## config.mk

```make
export PLATFORM = sky130hd
export DESIGN_NAME = simd_acc_flat
export DESIGN_NICKNAME = d
export VERILOG_FILES = /design/src/rtl/simd_pkg.sv /design/src/rtl/simd_acc_if.sv /design/src/rtl/simd_acc_fifo.sv /design/src/rtl/simd_acc.sv /design/src/flat_wrapper.sv
export SDC_FILE = /design/constraint.sdc
export NUM_CORES = 1
export LEC_CHECK = 0
export CAP_MARGIN = 20
export CORE_ASPECT_RATIO = 0.8
export CORE_UTILIZATION = 54
export DETAILED_ROUTE_END_ITERATION = 16
export PLACE_DENSITY = 0.8
export SYNTH_ARGS = -nofsm -noshare
export SYNTH_HDL_FRONTEND = slang
export SYNTH_SLANG_ARGS = --single-unit
```

## constraint.sdc

```tcl
create_clock -name clk -period 5.07 [get_ports clk]
set_input_delay 1.014 -clock clk [delete_from_list [all_inputs] [get_ports clk]]
set_output_delay 1.014 -clock clk [all_outputs]
set_load 0.03 [all_outputs]
```

## src/rtl/simd_pkg.sv

```systemverilog
// Shared SIMD datapath types: op codes, data word, lane modes and the
// accumulator result record consumed by the output queue.
package simd_pkg;

   typedef logic [31:0] word_t;

   typedef enum logic [3:0] {
      ADD32, SUB32, SEL0, SEL1,
      ADD16, SUB16, ADDSUB16, SUBADD16,
      ADD8, SUB8, ADDSUB8, SUBADD8
   } op_t;

   typedef enum logic [1:0] {LM_32, LM_16, LM_8} lane_mode_t;

   typedef enum logic {ST_IDLE, ST_ACC} acc_state_t;

   typedef struct packed {
      word_t      sum;
      logic [3:0] ovf;
      logic       err;
   } acc_result_t;

   function automatic lane_mode_t op_to_lane_mode(input op_t op);
      case (op)
         ADD32, SUB32, SEL0, SEL1:           return LM_32;
         ADD16, SUB16, ADDSUB16, SUBADD16:   return LM_16;
         default:                            return LM_8;
      endcase
   endfunction

endpackage

```

## src/rtl/simd_acc_if.sv

```systemverilog
// Result stream into the accumulator and completed-sum stream out of it.
interface simd_acc_if;
   import simd_pkg::*;

   logic       in_vld;
   op_t        in_op;
   word_t      in_y;
   logic       in_rdy;
   logic       out_vld;
   logic       out_rdy;
   word_t      out_sum;
   logic [3:0] out_ovf;
   logic       out_err;

   modport slave (
      input  in_vld, in_op, in_y, out_rdy,
      output in_rdy, out_vld, out_sum, out_ovf, out_err
   );

   modport master (
      output in_vld, in_op, in_y, out_rdy,
      input  in_rdy, out_vld, out_sum, out_ovf, out_err
   );

endinterface

```

## src/rtl/simd_acc_fifo.sv

```systemverilog
// Small in-order queue of accumulator results; a push into a full queue is
// accepted only if a pop frees a slot in the same cycle, otherwise dropped.
module simd_acc_fifo
   import simd_pkg::*;
#(
   parameter int DEPTH = 4,
   localparam int CNT_W = $clog2(DEPTH + 1)
) (
   input  logic             clk,
   input  logic             rst,
   input  logic             push,
   input  acc_result_t      din,
   input  logic             pop,
   output acc_result_t      dout,
   output logic [CNT_W-1:0] count,
   output logic             drop
);

   localparam int PTR_W = $clog2(DEPTH);

   acc_result_t      mem [DEPTH];
   logic [PTR_W-1:0] rd_ptr, wr_ptr;
   logic             full, empty, wr, rd;

   function automatic logic [PTR_W-1:0] ptr_inc(input logic [PTR_W-1:0] p);
      return (p == PTR_W'(DEPTH - 1)) ? '0 : p + 1'b1;
   endfunction

   assign full  = (count == CNT_W'(DEPTH));
   assign empty = (count == '0);
   assign rd    = pop & ~empty;
   assign wr    = push & (~full | rd);
   assign drop  = push & full & ~rd;
   assign dout  = mem[rd_ptr];

   always_ff @(posedge clk) begin
      if (rst) begin
         rd_ptr <= '0;
         wr_ptr <= '0;
         count  <= '0;
      end else begin
         if (wr) wr_ptr <= ptr_inc(wr_ptr);
         if (rd) rd_ptr <= ptr_inc(rd_ptr);
         case ({wr, rd})
            2'b10:   count <= count + 1'b1;
            2'b01:   count <= count - 1'b1;
            default: count <= count;
         endcase
      end
   end

   always_ff @(posedge clk) begin
      if (wr) mem[wr_ptr] <= din;
   end

endmodule

```

## src/rtl/simd_acc.sv

```systemverilog
// Per-lane batch accumulator behind the SIMD adder: sums a programmable number
// of results lane-wise (wrap or signed saturate) and queues the batch totals.
module simd_acc
   import simd_pkg::*;
#(
   parameter int DEPTH = 4,
   parameter int LEN_W = 8
) (
   input  logic             clk,
   input  logic             rst,
   simd_acc_if.slave        bus,
   input  logic [LEN_W-1:0] cfg_len,
   input  logic             cfg_sat,
   input  logic             clr,
   output logic             drop_r
);

   localparam int CNT_W = $clog2(DEPTH + 1);
   localparam logic [LEN_W:0] LEN_ONE = (LEN_W + 1)'(1);

   acc_state_t       state, state_nx;
   word_t            acc_p0, acc_nx;
   logic [LEN_W:0]   cnt_p0, cnt_nx, cnt_inc, len_p0, len_nx, cfg_len_ext;
   lane_mode_t       mode_p0, mode_nx;
   logic             sat_p0, sat_nx;
   logic [3:0]       ovf_p0, ovf_nx;
   logic             err_p0, err_nx;
   logic             vld_p1, vld_nx;
   acc_result_t      res_p1, res_nx;
   logic [35:0]      add_res;
   acc_result_t      fifo_dout;
   logic [CNT_W-1:0] fifo_count;
   logic             fifo_drop, pop;

   function automatic logic [8:0] add8(input logic signed [7:0] a, input logic signed [7:0] b,
                                       input logic sat);
      logic signed [7:0] s;
      logic              o;
      s = a + b;
      o = (a[7] == b[7]) && (s[7] != a[7]);
      if (o && sat) s = a[7] ? 8'sh80 : 8'sh7f;
      return {o, s};
   endfunction

   function automatic logic [16:0] add16(input logic signed [15:0] a, input logic signed [15:0] b,
                                         input logic sat);
      logic signed [15:0] s;
      logic               o;
      s = a + b;
      o = (a[15] == b[15]) && (s[15] != a[15]);
      if (o && sat) s = a[15] ? 16'sh8000 : 16'sh7fff;
      return {o, s};
   endfunction

   function automatic logic [32:0] add32(input logic signed [31:0] a, input logic signed [31:0] b,
                                         input logic sat);
      logic signed [31:0] s;
      logic               o;
      s = a + b;
      o = (a[31] == b[31]) && (s[31] != a[31]);
      if (o && sat) s = a[31] ? 32'sh8000_0000 : 32'sh7fff_ffff;
      return {o, s};
   endfunction

   // Result layout {ovf[3:0], sum[31:0]}; ovf lands on each lane's top byte.
   function automatic logic [35:0] lane_add(input word_t a, input word_t b,
                                            input lane_mode_t m, input logic sat);
      logic [35:0] r;
      logic [32:0] r32;
      logic [16:0] r16;
      logic [8:0]  r8;
      r = '0;
      case (m)
         LM_32: begin
            r32      = add32(a, b, sat);
            r[31:0]  = r32[31:0];
            r[35]    = r32[32];
         end
         LM_16: begin
            for (int i = 0; i < 2; i++) begin
               r16            = add16(a[16*i +: 16], b[16*i +: 16], sat);
               r[16*i +: 16]  = r16[15:0];
               r[33 + 2*i]    = r16[16];
            end
         end
         LM_8: begin
            for (int i = 0; i < 4; i++) begin
               r8           = add8(a[8*i +: 8], b[8*i +: 8], sat);
               r[8*i +: 8]  = r8[7:0];
               r[32 + i]    = r8[8];
            end
         end
         default: r = '0;
      endcase
      return r;
   endfunction

   assign cfg_len_ext = (cfg_len == '0) ? {1'b1, {LEN_W{1'b0}}} : {1'b0, cfg_len};
   assign cnt_inc     = cnt_p0 + 1'b1;
   assign add_res     = lane_add(acc_p0, bus.in_y, mode_p0, sat_p0);

   always_comb begin
      state_nx = state;
      acc_nx   = acc_p0;
      cnt_nx   = cnt_p0;
      len_nx   = len_p0;
      mode_nx  = mode_p0;
      sat_nx   = sat_p0;
      ovf_nx   = ovf_p0;
      err_nx   = err_p0;
      vld_nx   = 1'b0;
      res_nx   = res_p1;
      if (clr) begin
         state_nx = ST_IDLE;
         acc_nx   = '0;
         cnt_nx   = '0;
         ovf_nx   = '0;
         err_nx   = 1'b0;
      end else if (bus.in_vld) begin
         case (state)
            ST_IDLE: begin
               mode_nx = op_to_lane_mode(bus.in_op);
               len_nx  = cfg_len_ext;
               sat_nx  = cfg_sat;
               ovf_nx  = '0;
               err_nx  = 1'b0;
               if (cfg_len_ext == LEN_ONE) begin
                  vld_nx     = 1'b1;
                  res_nx.sum = bus.in_y;
                  res_nx.ovf = '0;
                  res_nx.err = 1'b0;
                  acc_nx     = '0;
                  cnt_nx     = '0;
               end else begin
                  acc_nx   = bus.in_y;
                  cnt_nx   = LEN_ONE;
                  state_nx = ST_ACC;
               end
            end
            ST_ACC: begin
               if (cnt_inc == len_p0) begin
                  vld_nx     = 1'b1;
                  res_nx.sum = add_res[31:0];
                  res_nx.ovf = ovf_p0 | add_res[35:32];
                  res_nx.err = err_p0 | (op_to_lane_mode(bus.in_op) != mode_p0);
                  acc_nx     = '0;
                  cnt_nx     = '0;
                  ovf_nx     = '0;
                  err_nx     = 1'b0;
                  state_nx   = ST_IDLE;
               end else begin
                  acc_nx = add_res[31:0];
                  cnt_nx = cnt_inc;
                  ovf_nx = ovf_p0 | add_res[35:32];
                  err_nx = err_p0 | (op_to_lane_mode(bus.in_op) != mode_p0);
               end
            end
            default: state_nx = ST_IDLE;
         endcase
      end
   end

   // p0: accumulator stage
   always_ff @(posedge clk) begin
      if (rst) begin
         state  <= ST_IDLE;
         acc_p0 <= '0;
         cnt_p0 <= '0;
         ovf_p0 <= '0;
         err_p0 <= 1'b0;
         vld_p1 <= 1'b0;
         drop_r <= 1'b0;
      end else begin
         state  <= state_nx;
         acc_p0 <= acc_nx;
         cnt_p0 <= cnt_nx;
         ovf_p0 <= ovf_nx;
         err_p0 <= err_nx;
         vld_p1 <= vld_nx;
         if (fifo_drop) drop_r <= 1'b1;
      end
   end

   // p1: push register feeding the queue
   always_ff @(posedge clk) begin
      len_p0  <= len_nx;
      mode_p0 <= mode_nx;
      sat_p0  <= sat_nx;
      res_p1  <= res_nx;
   end

   assign pop = bus.out_vld & bus.out_rdy;

   simd_acc_fifo #(.DEPTH(DEPTH)) u_fifo (
      .clk   (clk),
      .rst   (rst),
      .push  (vld_p1),
      .din   (res_p1),
      .pop   (pop),
      .dout  (fifo_dout),
      .count (fifo_count),
      .drop  (fifo_drop)
   );

   // Three free slots cover the beat in the SIMD stage, the accumulator and the push register.
   assign bus.in_rdy  = (CNT_W'(DEPTH) - fifo_count) >= CNT_W'(3);
   assign bus.out_vld = (fifo_count != '0);
   assign bus.out_sum = fifo_dout.sum;
   assign bus.out_ovf = fifo_dout.ovf;
   assign bus.out_err = fifo_dout.err;

endmodule
```

## src/flat_wrapper.sv

```systemverilog
// flat-port wrapper written by rule: the top's interface ports become plain ports
module simd_acc_flat import simd_pkg::*;
#(
   parameter int DEPTH = 4,
   parameter int LEN_W = 8
)
  (clk, rst, cfg_len, cfg_sat, clr, drop_r, bus_in_vld, bus_in_op, bus_in_y, bus_out_rdy, bus_in_rdy, bus_out_vld, bus_out_sum, bus_out_ovf, bus_out_err);
  simd_acc_if bus_i ();
  input  logic clk;
  input  logic rst;
  input  logic [LEN_W-1:0] cfg_len;
  input  logic cfg_sat;
  input  logic clr;
  output logic drop_r;
  input wire logic [$bits(bus_i.in_vld)-1:0] bus_in_vld;
  input wire logic [$bits(bus_i.in_op)-1:0] bus_in_op;
  input wire logic [$bits(bus_i.in_y)-1:0] bus_in_y;
  input wire logic [$bits(bus_i.out_rdy)-1:0] bus_out_rdy;
  output wire logic [$bits(bus_i.in_rdy)-1:0] bus_in_rdy;
  output wire logic [$bits(bus_i.out_vld)-1:0] bus_out_vld;
  output wire logic [$bits(bus_i.out_sum)-1:0] bus_out_sum;
  output wire logic [$bits(bus_i.out_ovf)-1:0] bus_out_ovf;
  output wire logic [$bits(bus_i.out_err)-1:0] bus_out_err;
  assign bus_i.in_vld = bus_in_vld;
  assign bus_i.in_op = bus_in_op;
  assign bus_i.in_y = bus_in_y;
  assign bus_i.out_rdy = bus_out_rdy;
  assign bus_in_rdy = bus_i.in_rdy;
  assign bus_out_vld = bus_i.out_vld;
  assign bus_out_sum = bus_i.out_sum;
  assign bus_out_ovf = bus_i.out_ovf;
  assign bus_out_err = bus_i.out_err;
  simd_acc #(.DEPTH(DEPTH), .LEN_W(LEN_W)) u_core (.clk(clk), .rst(rst), .bus(bus_i), .cfg_len(cfg_len), .cfg_sat(cfg_sat), .clr(clr), .drop_r(drop_r));
endmodule
```

==> flow_metrics.tcl, run 1 <==
set metrics [dict create \
    yosys-top-cells-count "edfxtp_1 (197), a21oi_1 (106), nand2_1 (95)" \
    cts_made_buffers 25 \
    fin_crit_ps 4210 \
    grtUsageTotal 0.273 \
    drv_cap 0 \
    gp_congestion 0.994 \
    power_w 0.00463 \
    rsz0062_at_grt "false" \
    cts_setup_buffers 0 \
    path_class "in -> reg" \
    required_ps 5360 \
    rows 52 \
    cts_hold_buf 0 \
    dr.first_iter.drc_count 1286 \
    synth_top_area_frac 0.426 \
    drt-pass1-iter-count 5 \
    cts_buffer_depth 3 \
    status "completed" \
    ys_seq_area_frac 0.510 \
    cp.arrival_ps 4500 \
    netlist_area_um2 13900 \
    grt_start_max_net_pins 56 \
    insertion_delay_ps 550 \
    top_layer "met4" \
    htree_levels 1 \
    yosysMostFrequentCell "edfxtp_1" \
    final-max-slew-violation-count 0 \
    skew_ps 15.5 \
    die_w_um 181 \
    dp_hpwl_um 25300 \
    core-area_um2 25200 \
    critical_path.max_stage_delay_ps 520 \
    grt.overflow.total 0 \
    worst_pin_slew_ps 1200 \
    port_buffers 87 \
    synth_top_cell_by_area "edfxtp_1" \
    initial_utilization 0.550 \
    ys_warn_count 0 \
    cpMaxStageDelayCell "clkdlybuf4s50_1" \
    die_area_um2 26300 \
    cp_max_fo 9 \
    via_per_inst 6.46 \
    drc_errors 0 \
    ys_ff_latch 255 \
    ant_nets 0 \
    crit_family "compound AO/OA/AOI/OAI gates" \
    clock_sinks 255 \
    crit_buf_inv 2 \
    fmax_mhz 237 \
    dr_total_vias 10900 \
    synth_area_leaders "edfxtp_1 (43%), dfxtp_1 (8.4%), mux4_2 (6.0%)" \
    startpoint_type "primary input" \
    peakVddDrop_mv 0.181 \
    rr_worst_depth 10 \
    drive_above_1_share 0.102 \
    fillerInstances 1990 \
    areaGrowthSynthToFinish_pct 14.5 \
    ioPinCount 90 \
    ys_async_sr_fraction 0 \
    cts_root_buf "clkbuf_16" \
    grt_pass1_vias 9920 \
    antenna_found_initial 0 \
    placed_area_um2 15100 \
    powerDensity_nw_per_um2 291 \
    cpMostUsedCell "o22ai_1" \
    synth_ff_type "edfxtp_1" \
    post_cts_resized 0 \
    synth-edff-count 197 \
    setup_slack_ps 857 \
    setup_viol 0 \
    dr_wl_met2_um 15900 \
    fin_setup_tns_ps 0 \
    antenna_cells 0 \
    place_ws_ps 462 \
    hold_viol 0 \
    timing.final.crit_share 0.831 \
    cts_tree "yes" \
    wirelength_um 36200 \
    clk_pin_slew_ps 60 \
    synth_cells 1268 \
    final_cell_area_um2 15900 \
    leakagePower_nw 5.55 \
    ys_types 78 \
    hold_depth 2 \
    grt_pass1_wl_um 56100 \
    slew_headroom 0.200 \
    fin_hold_ws_ps 469 \
    final_net_count 1441 \
    synth_nets 1369 \
    worstPathCellList "clkdlybuf4s50_1 -> ha_1 -> and4_1 -> o2111ai_1 -> o22ai_1 -> or2_2 -> o21ai_0 -> buf_4 -> nand2_1 -> a21boi_0 -> nor2_1 -> o22ai_1" \
    critPathCaptureType "flop" \
    hold_path_class "reg -> reg" \
    cp_num_cells 12 \
    met3_length_um 3810 \
    drt-met1-wl_um 15500 \
    syn_area_per_cell_um2 10.9 \
    die_h_um 145 \
    wl_per_cell_um 21.5 \
]
path summary, 6_finish.rpt:
path	start	to	slack, ps
setup reg to reg	u_core.cnt_p0[0]$_SDFFE_PP0P_	u_core.acc_p0[20]$_SDFFE_PP0P_	1410
hold / removal	u_core.ovf_p0[2]$_SDFFE_PP0P_	u_core.ovf_p0[2]$_SDFFE_PP0P_	470
hold reg to reg	u_core.ovf_p0[2]$_SDFFE_PP0P_	u_core.ovf_p0[2]$_SDFFE_PP0P_	470
setup / recovery	bus_in_y[14]	u_core.res_p1[13]$_DFFE_PP_	860
report_power, final:
group | internal, W | switching [W] | leakage [nW]
clock network | 0.000920 | 0.000805 | 0.356
logic | 0.000250 | 0.000373 | 2.95
registers | 0.00226 | 0.0000241 | 2.25
state kept, by name (all words and copies together), names as in the netlist, named ones only:
name,count
u_core.len_p0,9
u_core.res_p1,37
u_core.state,1
u_core.cnt_p0,9
u_core.u_fifo.count,3
u_core.u_fifo.mem,148
u_core.sat_p0,1
u_core.u_fifo.wr_ptr,2
u_core.vld_p1,1
u_core.ovf_p0,4
u_core.u_fifo.rd_ptr,2
u_core.err_p0,1
u_core.acc_p0,32
u_core.mode_p0,2
u_core.drop_r,1
cell type report:
cell class	instances	area (um2)	share of cell area
Inverter	55	206	0.0130
Clock inverter	15	98.8	0.00622
Timing Repair Buffer	124	1150	0.0724
Clock buffer	31	648	0.0408
Tap cell	324	405	0.0255
Sequential cell	255	7080	0.446
Multi-Input combinational cell	879	6300	0.397
routing by layer:
metal	up-vias	global-route usage
met4	0	0.0780
met1	5207	0.405
met2	614	0.406
li1	4974	-
met3	69	0.0568
met5	-	0
metrics by stage:
stage,utilization,cells
floorplan,-,1268
global placement,0.599,1636
detailed placement,0.599,1636
CTS,0.629,1682
global route,0.629,1683
finish,0.629,1683
logic make-up (layout without fill, tap and decap cells):
family	Yosys count	after routing	share of synthesized area
multiplexers	48	48	0.0683
buffers and inverters	134	225	0.0366
AND/OR/NAND/NOR	323	323	0.116
adder cells (fa/ha/maj)	51	51	0.0487
flip-flops	255	255	0.510
XOR/XNOR	52	52	0.0328
AO/OA/AOI/OAI	405	405	0.188
worst reg2reg max path, stage by stage (launching register included):
cell and delay, ps:
dfxtp_1 480, and2_2 270, or3b_1 400, nor3b_1 170, o32ai_2 290, nor4_2 80, buf_4 190, nor2_1 660
nand2_1 520, a2bb2o_1 420, a21oi_1 110
layout by cell type, fill, tap and decap left out, types with 6 or more instances in the layout:
cell type        count
o21bai_1             7
inv_1               54
o21ai_0             93
a31oi_1             18
mux4_2              37
a22oi_1              8
dfxtp_1             56
o211ai_1            10
nor3_1              15
o21a_1              19
edfxtp_1           197
a21o_1               9
a21boi_0             8
o22ai_1             36
nor4_1               6
clkdlybuf4s50_1     86
and3_1               9
a221oi_1             8
o221ai_1             9
xor2_1              24
buf_4               36
nand3_1             20
nand2b_1            21
nor2_1              80
nand2_1             95
nor2b_1             11
or2_2                7
mux2i_1              8
nand3b_1            10
a21oi_1            106
ha_1                46
clkbuf_16           25
clkbuf_1             6
a211oi_1            12
nand4_1             11
xnor2_1             28
or3_1                9
Power figures use the tool's default switching activity.
==> inputs of run 2 (changes only) <==
--- a/config.mk
+++ b/config.mk
@@ -9,7 +9,7 @@
 export CORE_ASPECT_RATIO = 0.8
 export CORE_UTILIZATION = 54
 export DETAILED_ROUTE_END_ITERATION = 16
-export PLACE_DENSITY = 0.8
+export PLACE_DENSITY = 0.83
 export SYNTH_ARGS = -nofsm -noshare
 export SYNTH_HDL_FRONTEND = slang
 export SYNTH_SLANG_ARGS = --single-unit
==> constraint.sdc (replaced) <==
create_clock -name clk -period 3.4 [get_ports clk]
set_input_delay 0.68 -clock clk [delete_from_list [all_inputs] [get_ports clk]]
set_output_delay 0.68 -clock clk [all_outputs]
set_load 0.03 [all_outputs]
==> run 2 against run 1 <==
  * The run now ends with negative setup slack left
  * Combinational power up 100%
  * Clock power up 58%
  * Final cell count up 13%
  * Wire length up 14%
  * Die area unchanged
  * First-iteration DRC count up 29%
  * Cell area up 13%
  * Sequential share of layout area down 5.2 points
  * Setup slack worse by 870 ps
  * Non-clock buffer count up 224
  * Via count up 11%
  * Critical path type unchanged
  * Largest power group unchanged
==> flow_metrics.tcl, run 2 (synthesis results as in run 1) <==
set metrics [dict create \
    cp.arrival_ps 3660 \
    insertion_delay_ps 520 \
    wirelength_um 41200 \
    cts_buffer_depth 3 \
    drive_above_1_share 0.261 \
    status "complete, but fails checks" \
    fillerInstances 1686 \
    peakVddDrop_mv 0.337 \
    combinationalPowerShare 0.170 \
    hold_viol 0 \
    critical_path.max_stage_delay_ps 500 \
    worst_pin_slew_ps 961 \
    hold_path_startpoint "u_core.drop_r$_SDFFE_PP0P_" \
    crit_family "compound AO/OA/AOI/OAI gates" \
    dr_total_vias 12000 \
    reg2reg_from "u_core.cnt_p0[0]$_SDFFE_PP0P_" \
    crit_path_start "bus_in_y[24]" \
    initial_utilization 0.550 \
    power_switching_w 0.00187 \
    required_ps 3640 \
    pwr-share-seq 0.461 \
    antenna_found_initial 0 \
    die_area_um2 26300 \
    via_per_inst 6.32 \
    fmax_mhz 293 \
    crit_buf_inv 5 \
    setup_slack_ps -15.7 \
    core-area_um2 25200 \
    htree_levels 1 \
    top_register "u_core.u_fifo.mem" \
    wl_per_cell_um 21.6 \
    ant_nets 0 \
    cts_tree "yes" \
    powerDensity_nw_per_um2 411 \
    cts_made_buffers 24 \
    dp_hpwl_um 29300 \
    hold_path_class "reg -> reg" \
    worstPathCellList "clkdlybuf4s50_1 -> ha_2 -> a21oi_2 -> o21ai_0 -> buf_4 -> a221oi_4 -> buf_4 -> buf_4 -> a21oi_2 -> nor2_2 -> buf_4 -> nand2_1 -> a211oi_1 -> o22ai_1" \
    startpoint_type "primary input" \
    final-max-slew-violation-count 0 \
    fin_crit_ps 3420 \
    antenna_cells 0 \
    placed_cells 1855 \
    final_cell_mix "buf_4 (257), edfxtp_1 (197), nand2_1 (94)" \
    final_common_cell "buf_4" \
    rows 52 \
    dr.first_iter.drc_count 1660 \
    timing.final.crit_share 1.00 \
    port_buffers 87 \
    placed_area_um2 16800 \
    die_h_um 145 \
    ioPinCount 90 \
    cpMostUsedCell "buf_4" \
    path_class "in -> reg" \
    grt.overflow.total 0 \
    clock_sinks 255 \
    violations "negative setup slack" \
    final_cell_area_um2 18000 \
    grt_start_max_net_pins 38 \
    drt-pass1-iter-count 6 \
    die_w_um 181 \
    sw_frac_of_total 0.254 \
    largest_register_ffs 148 \
    cpMaxStageDelayCell "clkdlybuf4s50_1" \
    clk_pin_slew_ps 70 \
    grt_pass1_wl_um 63500 \
    setup_viol 1 \
    stdcell_count 1904 \
    drc_errors 0 \
    power_w 0.00738 \
    grt_pass1_vias 11500 \
    final_net_count 1664 \
    reg_top3 "u_core.u_fifo.mem x148, u_core.res_p1 x37, u_core.acc_p0 x32" \
    gp_congestion 1.01 \
    fin_hold_ws_ps 484 \
    leakagePower_nw 6.76 \
    critPathCaptureType "flop" \
    areaGrowthSynthToFinish_pct 29.5 \
    p_clk_frac 0.369 \
    cp_max_fo 4 \
    slew_headroom 0.359 \
    drv_cap 0 \
    skew_ps 18.1 \
    grtUsageTotal 0.309 \
    cts_root_buf "clkbuf_16" \
    p_int_w 0.00551 \
    rsz0062_at_grt "true" \
]
==> run 2: changes by cell type in the layout (fill, tap and decap cells not counted), moves of 5 or more <==
cell	change
a21oi_2	+13
ha_1	-8
o21ai_1	+6
o21ai_0	-8
a21oi_1	-13
ha_4	+5
buf_4	+221
==> run 2: final timing paths <==
kind,to,depth (start not counted),slack (ps)
max,u_core.res_p1[9]$_DFFE_PP_,14,-20
min,u_core.drop_r$_SDFFE_PP0P_,2,480
max reg2reg,u_core.acc_p0[1]$_SDFFE_PP0P_,10,140
min reg2reg,u_core.drop_r$_SDFFE_PP0P_,2,480
==> run 2: worst min-delay path: cells and delay by family, from the launching register on <==
| kind | cells | cell delay (ps) |
|---|---|---|
| DFF | 1 | 340 |
| and+or+nand+nor | 1 | 70 |
| AOI/OAI and AO/OA | 1 | 40 |
==> run 2: repair_timing <==
item / CTS / global route
hold buffers: 0 / 0
setup buffers: 0 / 6
endpoints found under the setup margin: 49 / 52
pin swaps: 1 / 14
resized for setup: 14 / 56
==> run 2: metrics by stage <==
step / worst slack, ps / util / setup TNS [ps]
finish: -15.7 / 0.712 / -15.7
detailed placement: -732 / 0.665 / -32860
global route: -26.2 / 0.712 / -72.3
global placement: -690 / 0.665 / -29190
floorplan: 24.8 / - / 0
CTS: 8.81 / 0.699 / 0
==> run 2: area by class of cell <==
class                           count  area (um2)  share of cell area
Clock buffer                       32         672              0.0374
Clock inverter                     11         121             0.00675
Inverter                           55         206              0.0115
Multi-Input combinational cell    879        6610               0.368
Sequential cell                   255        7080               0.394
Tap cell                          324         405              0.0226
Timing Repair Buffer              348        2880               0.160
==> run 2: metal layers <==
layer | GRT usage | vias up | share of wire
li1 | - | 5417 | -
met3 | 0.0528 | 97 | 0.10
met1 | 0.450 | 5792 | 0.42
met2 | 0.481 | 725 | 0.45
met4 | 0.0788 | 0 | 0.024
met5 | 0 | - | 0
==> run 2: power groups by stage <==
stage	combinational (W)	clock, W	sequential, W
after floorplan	0.000626	0	0.00345
after global routing	0.00134	0.00285	0.00340
after detailed placement	0.00115	0	0.00347
final	0.00126	0.00272	0.00340
after CTS	0.00117	0.00275	0.00340
after global placement	0.00113	0	0.00346
